## config.mk

```make
export PLATFORM = sky130hd
export DESIGN_NAME = keypad_scan_ctrl
export DESIGN_NICKNAME = d
export VERILOG_FILES = /design/src/rtl/keypad_pkg.sv /design/src/rtl/keypad_sync2.sv /design/src/rtl/keypad_scan_ctrl.sv
export SDC_FILE = /design/constraint.sdc
export NUM_CORES = 1
export LEC_CHECK = 0
export ABC_AREA = 1
export ABC_CLOCK_PERIOD_IN_PS = 1550
export CAP_MARGIN = 20
export CORE_MARGIN = 5
export CORE_UTILIZATION = 26
export DETAILED_ROUTE_END_ITERATION = 10
export GPL_ROUTABILITY_DRIVEN = 1
export HOLD_SLACK_MARGIN = 0.02
export PLACE_DENSITY_LB_ADDON = 0.05
export SETUP_SLACK_MARGIN = 0.05
export SYNTH_ARGS = -nofsm -noshare
export SYNTH_HDL_FRONTEND = slang
export SYNTH_HIERARCHICAL = 1
export SYNTH_SLANG_ARGS = --single-unit
```

## constraint.sdc

```tcl
create_clock -name clk -period 1.55 [get_ports clk]
set_clock_uncertainty 0.2 [all_clocks]
set_input_delay 0.155 -clock clk [delete_from_list [all_inputs] [get_ports clk]]
set_output_delay 0.155 -clock clk [all_outputs]
set_load 0.01 [all_outputs]
```

## src/rtl/keypad_pkg.sv

```systemverilog
// Shared types and constants for the 4x4 keypad scanner.
package keypad_pkg;

  localparam int KEY_CODE_W = 4;
  localparam int ROWS       = 4;
  localparam int COLS       = 4;

  typedef enum logic [1:0] {
    SCAN,
    DEBOUNCE,
    RELEASE
  } state_t;

  // Index of the lowest asserted column; simultaneous columns resolve low.
  function automatic logic [1:0] lowest_col(input logic [COLS-1:0] c);
    logic [1:0] idx;
    if (c[0])      idx = 2'd0;
    else if (c[1]) idx = 2'd1;
    else if (c[2]) idx = 2'd2;
    else           idx = 2'd3;
    return idx;
  endfunction

endpackage

```

## src/rtl/keypad_sync2.sv

```systemverilog
// Two-flop synchroniser for the asynchronous column returns.
module keypad_sync2 #(
  parameter int W = 4
) (
  input  logic         clk,
  input  logic         rst_n,
  input  logic [W-1:0] d,
  output logic [W-1:0] q
);

  logic [W-1:0] meta;

  // Two register stages; reset clears both so no stale column is seen.
  always_ff @(posedge clk or negedge rst_n) begin
    if (!rst_n) begin
      meta <= '0;
      q    <= '0;
    end else begin
      meta <= d;
      q    <= meta;
    end
  end

endmodule

```

## src/rtl/keypad_scan_ctrl.sv

```systemverilog
// 4x4 keypad scanner: one-hot row drive, column debounce, key encode and
// valid/ack handoff with sticky overrun and level interrupt.
module keypad_scan_ctrl
  import keypad_pkg::*;
#(
  parameter int SCAN_DIV   = 16,
  parameter int DEB_CYCLES = 256
) (
  input  logic                  clk,
  input  logic                  RSTn,
  input  logic [COLS-1:0]       col,
  output logic [ROWS-1:0]       row,
  output logic [KEY_CODE_W-1:0] key_code,
  output logic                  key_valid,
  input  logic                  key_ack,
  output logic                  overrun,
  output logic                  irq
);

  localparam int DIV_W = (SCAN_DIV > 1) ? $clog2(SCAN_DIV) : 1;
  localparam int DEB_W = (DEB_CYCLES > 1) ? $clog2(DEB_CYCLES) : 1;
  localparam logic [DIV_W-1:0] DIV_LAST = DIV_W'(SCAN_DIV - 1);
  localparam logic [DEB_W-1:0] DEB_LAST = DEB_W'(DEB_CYCLES - 1);

  logic [COLS-1:0]       col_s;
  state_t                state;
  logic [DIV_W-1:0]      div_cnt;
  logic [DEB_W-1:0]      deb_cnt;
  logic [1:0]            row_idx;
  logic [COLS-1:0]       pattern;
  logic                  accept;
  logic [KEY_CODE_W-1:0] new_code;

  keypad_sync2 #(
    .W (COLS)
  ) u_sync (
    .clk   (clk),
    .rst_n (RSTn),
    .d     (col),
    .q     (col_s)
  );

  assign accept   = (state == DEBOUNCE) && (col_s == pattern) && (deb_cnt == DEB_LAST);
  assign new_code = {row_idx, lowest_col(pattern)};
  assign irq      = key_valid;

  // Scan / debounce / release sequencing with row drive and dwell counters.
  always_ff @(posedge clk or negedge RSTn) begin
    if (!RSTn) begin
      state   <= SCAN;
      div_cnt <= '0;
      deb_cnt <= '0;
      row_idx <= '0;
      row     <= {{(ROWS-1){1'b0}}, 1'b1};
      pattern <= '0;
    end else begin
      case (state)
        SCAN: begin
          if (div_cnt == DIV_LAST) begin
            if (col_s != '0) begin
              pattern <= col_s;
              deb_cnt <= '0;
              state   <= DEBOUNCE;
            end else begin
              div_cnt <= '0;
              row_idx <= row_idx + 2'd1;
              row     <= {row[ROWS-2:0], row[ROWS-1]};
            end
          end else begin
            div_cnt <= div_cnt + DIV_W'(1);
          end
        end
        DEBOUNCE: begin
          if (col_s != pattern) begin
            // Bounce: resume scanning the same row from the start of its dwell.
            state   <= SCAN;
            div_cnt <= '0;
          end else if (deb_cnt == DEB_LAST) begin
            state   <= RELEASE;
            deb_cnt <= '0;
          end else begin
            deb_cnt <= deb_cnt + DEB_W'(1);
          end
        end
        RELEASE: begin
          if (col_s != '0) begin
            deb_cnt <= '0;
          end else if (deb_cnt == DEB_LAST) begin
            state   <= SCAN;
            deb_cnt <= '0;
            div_cnt <= '0;
            row_idx <= row_idx + 2'd1;
            row     <= {row[ROWS-2:0], row[ROWS-1]};
          end else begin
            deb_cnt <= deb_cnt + DEB_W'(1);
          end
        end
        default: state <= SCAN;
      endcase
    end
  end

  // Key handoff: ack clears the held code; an accept coinciding with ack
  // still loads, otherwise an accept while valid only flags overrun.
  always_ff @(posedge clk or negedge RSTn) begin
    if (!RSTn) begin
      key_code  <= '0;
      key_valid <= 1'b0;
      overrun   <= 1'b0;
    end else begin
      if (key_ack && key_valid) begin
        key_valid <= 1'b0;
        overrun   <= 1'b0;
      end
      if (accept) begin
        if (!key_valid || key_ack) begin
          key_code  <= new_code;
          key_valid <= 1'b1;
        end else begin
          overrun <= 1'b1;
        end
      end
    end
  end

endmodule
```

==> run_results.csv <==
group,metric,value,unit
status,status,"complete, but fails checks",
status,violations,"negative setup slack",
cells_and_area,final_cell_mix,"59 x nand2_1, 39 x buf_4, 36 x dfrtp_1, 27 x nand2_2, 21 x inv_1",
sta,tightest_slew,0.251,ns
die,rows,31,
synth,synth_fp_nets,251,
global_routing,overflow,0,
die,die_area,0.00945,mm2
synth,yosysSeqAreaShare,0.481,
critical_path,rr_startpoint,"div_cnt[1]$_DFFE_PN0P_",
sta,hold_viol_final,0,
power_and_ir_drop,p_switching,1.24,mW
cells_and_area,layout-drive-gt1-share,0.436,
min_path,hold_path.class,"primary input to flip-flop",
global_routing,track_usage,0.0992,
route,drtIter0Drc,32,
route,vias,1671,
power_and_ir_drop,p_per_area,1160,mW/mm2
clocking,cts_sinks,38,
critical_path,path_max_fanout,5,
synth,synth-seq-cells,38,
die,die_x,97.2,um
synth,synth_area,0.00198,mm2
critical_path,cp_slowest_cell,"dfrtp_1",
cells_and_area,final_nets,324,
placed_design,io_buffers,17,
route,vias_per_cell,4.07,
cells_and_area,postLayoutCellArea,0.00298,mm2
critical_path,reg2reg_depth,9,
placed_design,place_area,0.00257,mm2
sta,fin_ws,-0.158,ns
power_and_ir_drop,intPower,2.20,mW
cells_and_area,finalCoreUtilization,0.406,
clocking,cts_buffer_depth,2,
die,die_height,97.2,um
synth,syn_area_per_cell,8.31,um2
critical_path,crit_chain,"ha_2 -> nand2_2 -> nor2_2 -> nand2_2 -> a21oi_4 -> nand2_4 -> buf_6 -> nand2_2 -> o21ai_1",
critical_path,r2r_end,"deb_cnt[1]$_DFFE_PN0P_",
critical_path,cp_common_cell,"nand2_2",
clocking,htree_levels,2,
sta,drv_slew,0,
cells_and_area,diodes,0,
route,antenna_left,0,
critical_path,cp-end-kind,"flip-flop",
power_and_ir_drop,comb_power_share,0.444,
critical_path,cpPeakStageDelay,0.36,ns
critical_path,crit_type,"flip-flop to flip-flop",
route,drt-total-wl,4.66,mm
global_routing,grt_max_degree,39,
die,initial_core_util,0.270,
clocking,cts_made_buffers,5,
sta,finalCriticalPeriod,1.71,ns
power_and_ir_drop,p_seq_frac,0.344,
route,drcViolationCount,0,
power_and_ir_drop,ir_worst_vdd,0.511,mV
clocking,clk_latency,0.29,ns
sta,finalSetupViolations,26,
route,wl_per_cell,11.3,um
cells_and_area,final_common_cell,"nand2_1",
critical_path,cp-startpoint,"div_cnt[1]$_DFFE_PN0P_",
global_routing,antenna_found_initial,0,
critical_path,cp.buffers_inverters,1,
critical_path,cpLargestDelayFamily,"simple AND/OR/NAND/NOR gates",
synth,synth_cell_types,24,
sta,setup_tns,-2.30,ns
die,ioPinCount,18,
clocking,cts_tree,"done",
power_and_ir_drop,p_sw_frac,0.360,
min_path,hold_path_end,"u_sync/meta[3]$_DFF_PN0_",
synth,synth_cells,238,
critical_path,r2r_slack,-0.16,ns
route,dr.pass1.iters,4,
placed_design,hpwlAfterDp,3.28,mm
power_and_ir_drop,pwr-share-clk,0.212,
power_and_ir_drop,leakagePower,1.49,nW
sta,finalCritPeriodShare,1.10,
critical_path,cp_data_arrival_time,1.69,ns
die,core,0.00733,mm2
critical_path,required,1.54,ns
critical_path,cp-start-kind,"flip-flop",
global_routing,grt_pass1_vias,1627,
sta,rsz0062_at_grt,"yes",
min_path,min_from,"col[3]",
sta,slew_headroom,0.832,
cells_and_area,area_growth,50.6,%
global_routing,grt_pass1_wl,7.56,mm
min_path,hold_depth,1,
sta,max_freq,586,MHz
flow_run,drv_cap,0,
clocking,cts_root_buf,"clkbuf_8",
placed_design,place_congestion,0.783,
synth,ys.warnings.count,6,
clocking,clkTransAtPathRegs,0.08,ns
sta,holdWs,0.0933,ns
[metrics by stage]
step	cells	total power [mW]	worst slack (ns)
after floorplan	238	1.83	-0.0146
after global routing	411	3.70	-0.252
after global placement	391	2.32	-0.269
after CTS	407	3.25	-0.165
final	411	3.44	-0.158
after detailed placement	391	2.32	-0.267
[worst register-to-register path, cell delays in order, from the launching register on]
cell     delay, ns
dfrtp_1       0.36
ha_2          0.19
nand2_2       0.06
nor2_2        0.12
nand2_2       0.09
a21oi_4       0.22
nand2_4       0.11
buf_6         0.15
nand2_2       0.04
o21ai_1       0.06
[cell families (layout without fill, tap and decap cells)]
logic type	after synthesis	after routing	synth area share
and+or+nand+nor	135	136	0.326
AOI/OAI and AO/OA	21	21	0.0645
DFF	38	38	0.481
adders and majority gates	6	6	0.0379
buffers and inverters	32	105	0.0633
xor gates and xnor gates	6	6	0.0266
[state kept, by name, indices dropped and copies added (netlist names)]
signal and cells:
deb_cnt 8, div_cnt 4, key_code 4, pattern 4
row 4, u_sync/meta 4, u_sync/q 4, row_idx 2
state 2, irq 1, overrun 1
[synthesized netlist by cell type]
master    number  area, um2
nor2_1        13       48.8
o21ai_2        1       8.76
a21oi_2        2       17.5
nand3_1       19       95.1
clkinv_2       1       5.00
nand2_2        5       31.3
nand3_4        3       52.6
nand3b_1       1       7.51
xnor2_1        2       17.5
dfrtp_1       37        926
dfstp_2        1       26.3
nor2_4         4       45.0
a21oi_1        3       15.0
nand2_4        2       22.5
buf_4          1       7.51
nor2_2         1       6.26
nand2_1       83        312
nand4_1        4       25.0
o21ai_1       14       70.1
inv_1         27        101
ha_1           6       75.1
o21ai_4        1       16.3
xor2_1         4       35.0
inv_2          3       11.3
[area by class of cell]
type | instances | area, um2
fill | 744 | 4350
multi-input combinational | 169 | 1120
sequential | 38 | 953
timing repair buffer | 66 | 564
inverter | 31 | 124
tap | 99 | 124
clock buffer | 6 | 82.6
clock inverter | 2 | 12.5
[repair_timing]
action,CTS,global route
pin swaps,10,16
setup endpoints to repair,41,30
hold endpoints to repair,38,0
hold buffers,1,0
gates cloned,0,1
gates resized for setup,25,52
setup buffers,7,3
[per-layer routing]
metal,part of all wire,wire [um],vias up,global-route usage
met5,0,0,-,0
met4,0.012,56,0,0.0319
met3,0.033,156,5,0.0316
met2,0.46,2130,20,0.157
met1,0.50,2320,753,0.128
li1,-,-,893,-
[power by group through the flow]
stage / clock, mW / sequential (mW) / combinational (mW)
after floorplan: 0 / 1.20 / 0.634
after global placement: 0 / 1.19 / 1.13
after detailed placement: 0 / 1.19 / 1.13
after CTS: 0.782 / 1.17 / 1.30
after global routing: 0.822 / 1.20 / 1.68
final: 0.730 / 1.18 / 1.53
[how the worst max path moves through the flow]
stage | to | slack (ns) | cells after the start
2_1_floorplan | div_cnt[0]$_DFFE_PN0P_ | -0.01 | 9
3_3_place_gp | deb_cnt[3]$_DFFE_PN0P_ | -0.27 | 10
3_5_place_dp | deb_cnt[3]$_DFFE_PN0P_ | -0.27 | 10
4_1_cts | deb_cnt[1]$_DFFE_PN0P_ | -0.16 | 9
5_1_grt | state[1]$_DFFE_PN0P_ | -0.25 | 9
6_report | deb_cnt[1]$_DFFE_PN0P_ | -0.16 | 9
No activity file was read; power rests on OpenSTA's default activity.
